[src/rtl/vend_controller.sv]
// Vending dispense sequencer: accumulates coin credit in nickels, hands a key to the
// dispense unit, applies its charge strobes and returns leftover credit via refund handshake.
`timescale 1ns/1ps

module vend_controller #(
    parameter int unsigned CREDIT_MAX  = 63,
    parameter int unsigned TIMEOUT_CYC = 20000
) (
    input  logic       clk,
    input  logic       reset_n,
    input  logic       coin_5,
    input  logic       coin_10,
    input  logic       coin_25,
    input  logic [3:0] key_code,
    input  logic       key_rdy,
    input  logic       cancel,
    input  logic       disp_done,
    input  logic       disp_failed,
    input  logic       disp_down_5,
    input  logic       disp_down_10,
    input  logic       disp_down_25,
    output logic       disp_enable,
    output logic [3:0] disp_key,
    output logic [5:0] credit,
    output logic       busy,
    output logic       coin_reject,
    output logic       key_err,
    output logic       refund_valid,
    output logic [5:0] refund_val,
    input  logic       refund_ack
);

    typedef enum logic [1:0] {
        S_IDLE     = 2'd0,
        S_CREDIT   = 2'd1,
        S_DISPENSE = 2'd2,
        S_REFUND   = 2'd3
    } state_t;

    localparam logic [6:0]  CREDIT_MAX_W = 7'(CREDIT_MAX);
    // Timer reaches TIMEOUT_CYC on the edge where it would step past this value.
    localparam logic [15:0] TIMER_LAST   = 16'(TIMEOUT_CYC - 1);

    function automatic logic [3:0] coin_add(input logic c5, input logic c10, input logic c25);
        logic [3:0] sum;
        sum = {3'd0, c5} + {2'd0, c10, 1'b0} + (c25 ? 4'd5 : 4'd0);
        return sum;
    endfunction

    function automatic logic [2:0] charge_of(input logic d5, input logic d10, input logic d25);
        logic [2:0] chg;
        if (d25) begin
            chg = 3'd5;
        end else if (d10) begin
            chg = 3'd2;
        end else if (d5) begin
            chg = 3'd1;
        end else begin
            chg = 3'd0;
        end
        return chg;
    endfunction

    function automatic logic [5:0] sat_sub(input logic [5:0] a, input logic [2:0] b);
        logic [5:0] res;
        if (a > {3'd0, b}) begin
            res = a - {3'd0, b};
        end else begin
            res = 6'd0;
        end
        return res;
    endfunction

    state_t      state_q, state_d;
    logic [5:0]  credit_q, credit_d;
    logic [15:0] timer_q, timer_d;
    logic [3:0]  key_q, key_d;
    logic        coin_reject_q, coin_reject_d;
    logic        key_err_q, key_err_d;
    logic        disp_enable_q, busy_q, refund_valid_q;
    logic [5:0]  refund_val_q;

    logic [3:0]  add_s;
    logic [6:0]  sum_s;
    logic        coin_any_s;
    logic        coin_fit_s;
    logic [5:0]  credit_ded_s;
    logic        key_ok_s;
    logic        timeout_s;

    // Shared arithmetic and decode terms for the next-state logic.
    always_comb begin
        add_s        = coin_add(coin_5, coin_10, coin_25);
        sum_s        = {1'b0, credit_q} + {3'd0, add_s};
        coin_any_s   = coin_5 | coin_10 | coin_25;
        coin_fit_s   = (sum_s <= CREDIT_MAX_W);
        credit_ded_s = sat_sub(credit_q, charge_of(disp_down_5, disp_down_10, disp_down_25));
        key_ok_s     = (key_code != 4'd0) && (key_code <= 4'd8);
        timeout_s    = (timer_q >= TIMER_LAST);
    end

    // Next-state, credit, timer and key-latch logic.
    always_comb begin
        state_d       = state_q;
        credit_d      = credit_q;
        timer_d       = timer_q;
        key_d         = key_q;
        coin_reject_d = 1'b0;
        key_err_d     = 1'b0;

        case (state_q)
            S_IDLE: begin
                credit_d = 6'd0;
                timer_d  = 16'd0;
                key_d    = 4'd0;
                if (coin_any_s) begin
                    if (coin_fit_s) begin
                        credit_d = sum_s[5:0];
                        state_d  = S_CREDIT;
                    end else begin
                        coin_reject_d = 1'b1;
                    end
                end else begin
                    state_d = S_IDLE;
                end
            end

            S_CREDIT: begin
                if (coin_any_s) begin
                    if (coin_fit_s) begin
                        credit_d = sum_s[5:0];
                    end else begin
                        coin_reject_d = 1'b1;
                    end
                end else begin
                    credit_d = credit_q;
                end

                if (cancel) begin
                    state_d = S_REFUND;
                    timer_d = 16'd0;
                end else if (key_rdy) begin
                    timer_d = 16'd0;
                    if (key_ok_s) begin
                        key_d   = key_code;
                        state_d = S_DISPENSE;
                    end else begin
                        key_err_d = 1'b1;
                    end
                end else if (coin_any_s && coin_fit_s) begin
                    timer_d = 16'd0;
                end else if (timeout_s) begin
                    state_d = S_REFUND;
                    timer_d = 16'd0;
                end else begin
                    timer_d = timer_q + 16'd1;
                end
            end

            S_DISPENSE: begin
                coin_reject_d = coin_any_s;
                if (disp_failed) begin
                    state_d = S_REFUND;
                    timer_d = 16'd0;
                end else begin
                    credit_d = credit_ded_s;
                    if (disp_done) begin
                        timer_d = 16'd0;
                        if (credit_ded_s != 6'd0) begin
                            state_d = S_REFUND;
                        end else begin
                            state_d = S_IDLE;
                            key_d   = 4'd0;
                        end
                    end else if (timeout_s) begin
                        state_d = S_REFUND;
                        timer_d = 16'd0;
                    end else begin
                        timer_d = timer_q + 16'd1;
                    end
                end
            end

            S_REFUND: begin
                coin_reject_d = coin_any_s;
                if (refund_ack) begin
                    credit_d = 6'd0;
                    key_d    = 4'd0;
                    state_d  = S_IDLE;
                end else begin
                    state_d = S_REFUND;
                end
            end

            default: begin
                state_d  = S_IDLE;
                credit_d = 6'd0;
                timer_d  = 16'd0;
                key_d    = 4'd0;
            end
        endcase
    end

    // State, datapath and registered-output flops.
    always_ff @(posedge clk or negedge reset_n) begin
        if (!reset_n) begin
            state_q        <= S_IDLE;
            credit_q       <= 6'd0;
            timer_q        <= 16'd0;
            key_q          <= 4'd0;
            coin_reject_q  <= 1'b0;
            key_err_q      <= 1'b0;
            disp_enable_q  <= 1'b0;
            busy_q         <= 1'b0;
            refund_valid_q <= 1'b0;
            refund_val_q   <= 6'd0;
        end else begin
            state_q        <= state_d;
            credit_q       <= credit_d;
            timer_q        <= timer_d;
            key_q          <= key_d;
            coin_reject_q  <= coin_reject_d;
            key_err_q      <= key_err_d;
            disp_enable_q  <= (state_d == S_DISPENSE);
            busy_q         <= (state_d != S_IDLE);
            refund_valid_q <= (state_d == S_REFUND);
            refund_val_q   <= (state_d == S_REFUND) ? credit_d : 6'd0;
        end
    end

    assign disp_enable  = disp_enable_q;
    assign disp_key     = key_q;
    assign credit       = credit_q;
    assign busy         = busy_q;
    assign coin_reject  = coin_reject_q;
    assign key_err      = key_err_q;
    assign refund_valid = refund_valid_q;
    assign refund_val   = refund_val_q;

endmodule

[config.mk]
export PLATFORM = sky130hd
export DESIGN_NAME = vend_controller
export DESIGN_NICKNAME = d
export VERILOG_FILES = /design/src/rtl/vend_controller.sv
export SDC_FILE = /design/constraint.sdc
export NUM_CORES = 1
export LEC_CHECK = 0
export BUFFER_PORTS_ARGS = -buffer_cell sky130_fd_sc_hd__buf_4
export CAP_MARGIN = 20
export CORE_ASPECT_RATIO = 0.75
export CORE_MARGIN = 2
export CORE_UTILIZATION = 51
export CTS_CLUSTER_DIAMETER = 100
export CTS_CLUSTER_SIZE = 25
export DETAILED_ROUTE_END_ITERATION = 8
export PLACE_DENSITY = 0.84
export SKIP_LAST_GASP = 1
export SLEW_MARGIN = 20
export SYNTH_ARGS = -nofsm -noshare
export SYNTH_HDL_FRONTEND = slang
export SYNTH_SLANG_ARGS = --single-unit
export TNS_END_PERCENT = 100
[constraint.sdc]
create_clock -name clk -period 2.9 [get_ports clk]
set_input_delay 0 -clock clk [delete_from_list [all_inputs] [get_ports clk]]
set_output_delay 0 -clock clk [all_outputs]
set_load 0.05 [all_outputs]
==> impl_metrics.ini <==
[sta]
hold_ws_ns = 0.154
period_minus_slack_ns = 2.82
final_report_setup_violation_count = 0
unrepaired_setup_endpoints_after_global_routing = no
fmax_mhz = 355
timing.max_slew.rel_slack_pct = 60.3
worst_slew_pin_slew_ns = 0.590
period_utilisation_layout_pct = 97.2
final-max-slew-violation-count = 0
fin_setup_tns_ns = 0
total_count_of_hold_check_failures_in_the_final_report = 0
clock_skew_ns = 0.00836

[synthesis]
synth_edf_count = 0
syn_inst = 269
synth.top_cell.area_share_pct = 39.4
synth.largest_area_cell = sky130_fd_sc_hd__dfrtp_1
ys_async_sr_fraction_pct = 100
post_synth_main_area_contributors = sky130_fd_sc_hd__dfrtp_1, sky130_fd_sc_hd__ha_1, sky130_fd_sc_hd__nand2_1
synth_fp_nets = 300
yosys.cell_types.count = 65
synth.cell_area_um2 = 2480
synth_flop_cell = sky130_fd_sc_hd__dfrtp_1
ys_warn_count = 0
ys_seq_area_share_pct = 39.4
synthesis.area_per_instance_um2 = 9.22
ys_ff_latch = 39

[detailed_routing]
viasPerCell = 6.10
antenna_left = 0
drt_iter0_drc = 288
drt_first_pass_iters = 5
avgRoutedWirePerCell_um = 16.7
met3_length_um = 577
highest_layer = met4
drt-met1-wl_um = 3010
route.detailed.drc = 0
met2WireLength_um = 2670
routed_wirelength_um = 6340
num_vias = 2317

[grt]
grt_pass1_vias = 2136
grt_remaining_overflow = 0
grt_first_pass_wirelength_um = 10300
gr_util_all_layers_pct = 24.2
grt_max_degree = 40
number_of_antenna_violations_at_the_first_check_in_global_routing = 0

[placement]
globalplace.congestion = 0.901
numPortBuffers = 37
place_hpwl_um = 4590
place_inst = 363

[layout]
layoutNonFillerInstCount = 380
layout.cells.most_common = sky130_fd_sc_hd__buf_4
share_of_final_layout_standard_cells_stronger_than_drive_strength_1_pct = 21.1
layout_common_cells = sky130_fd_sc_hd__buf_4, sky130_fd_sc_hd__dfrtp_1, sky130_fd_sc_hd__nand2_1
areaGrowthSynthToFinish_pct = 23.6
num_antenna_cells = 0
nets = 353

[clock_network]
tritoncts = done
clock_path_buffers = 2
clk_pin_slew_ns = 0.08
latest_clock_arrival_within_the_worst_skew_pair_ns = 0.29
ctsHtreeMaxLevel = 2
cts_sinks = 39
cts_root_buffer = sky130_fd_sc_hd__clkbuf_8
numCtsBuffers = 5

[power_and_ir_drop]
leakage_nw = 1.41
max-vdd-ir-drop_mv = 0.630
pwr_density_cell_nw_per_um2 = 1060

[outcome]
outcome = finished clean

[critical_path]
crit_path_start_kind = flip-flop
crit_fanout = 4
timing.critical_path.required_ns = 3.06
arrival_ns = 2.98
endpoint_kind = flip-flop
worstSetupPathType = reg -> reg

[floorplan]
core_region_area_um2 = 4570
die_area_um2 = 5440
std_cell_rows = 21
die_height_um = 64.4
initial_core_utilization_pct = 54.2
design.portCount = 38
die_x_um = 84.5

[run]
maxCapViolations = 0

[min_path]
holdCritPathClass = in -> reg
[cell usage after synthesis, drive strengths merged, types with 3 or more instances]
cell	count
and3	4
xnor2	4
nor2	20
a211oi	5
or3	3
o22ai	3
nand4	3
buf	5
nor4	5
a21o	4
nand2	24
a31oi	7
inv	19
fa	3
ha	11
nand2b	7
a211o	3
nor3	6
a21oi	14
mux2i	5
or2	3
clkbuf	4
nand3	9
nor3b	4
dfrtp	39
o21ai	17
[per-layer routing]
layer	track usage [%]	up-vias
met2	34.6	100
met4	5.56	0
met5	0	-
met1	36.8	1107
li1	-	1096
met3	5.81	14
[worst max-delay path: stages, from the launching register on]
cell,delay (ns)
sky130_fd_sc_hd__dfrtp_2,0.44
sky130_fd_sc_hd__inv_1,0.07
sky130_fd_sc_hd__ha_1,0.15
sky130_fd_sc_hd__inv_1,0.05
sky130_fd_sc_hd__fa_1,0.41
sky130_fd_sc_hd__a211o_1,0.34
sky130_fd_sc_hd__a211oi_2,0.28
sky130_fd_sc_hd__buf_4,0.15
sky130_fd_sc_hd__or3_1,0.13
sky130_fd_sc_hd__o21ai_0,0.10
sky130_fd_sc_hd__a211oi_1,0.44
sky130_fd_sc_hd__nor4_1,0.11
[where the power goes]
group          internal [mW]  switching (mW)
clock                  0.283           0.201
combinational          0.715            1.26
sequential             0.679           0.104
total                   1.68            1.56
[cell families (layout without fill, tap and decap cells)]
logic type                 count (synthesis)  after routing  synth area share, %
and+or+nand+nor                           99             99                 21.0
AOI/OAI and AO/OA                         78             78                 22.9
DFF                                       39             39                 39.4
buffers and inverters                     29             83                 5.04
adders and majority gates                 14             14                 7.97
xor gates and xnor gates                   5              5                 1.77
muxes                                      5              5                 2.02
[path summary, 6_finish.rpt]
check | from | to | slack [ns] | depth (start not counted)
min | disp_failed | disp_key[3] | 0.15 | 4
min in group asynchronous | reset_n | refund_valid | 0.21 | 2
max | credit[0] | refund_val[3] | 0.08 | 11
min reg2reg | disp_key[3] | disp_key[3] | 0.53 | 2
max reg2reg | credit[0] | refund_val[3] | 0.08 | 11
max in group asynchronous | reset_n | credit[0] | 2.33 | 2
[final cells by class]
cell class | instances | area (µm²)
repair buffers | 55 | 432
clock buffers | 6 | 82.6
well taps | 57 | 71.3
flip-flops and latches | 39 | 977
inverters | 20 | 75.1
fillers | 373 | 1510
clock inverters | 2 | 38.8
multi-input cells | 201 | 1390
[flip-flops by register name, indices dropped and copies added, names as in the netlist, 2 cells and up]
register	flops
credit	6
disp_key	4
refund_val	6
state_q	2
timer_q	16
[metrics by stage]
stage / util [%] / worst slack (ns) / total power [mW] / cell area [µm²]
after detailed placement: 62.3 / 0.0500 / 2.66 / 2850
final: 67.0 / 0.0804 / 3.24 / 3070
after CTS: 66.5 / 0.0172 / 3.16 / 3040
after global placement: 62.3 / 0.130 / 2.61 / 2850
after floorplan: - / 0.0401 / 2.10 / 2480
after global routing: 67.0 / 0.0175 / 3.42 / 3070
[repair_timing]
action,4_1_cts,5_1_grt
endpoints found under the setup margin,0,15
setup buffers,0,1
endpoints found under the hold margin,44,0
gates resized for setup,0,4
hold buffers,7,0
(Power assumes the default switching activity.)
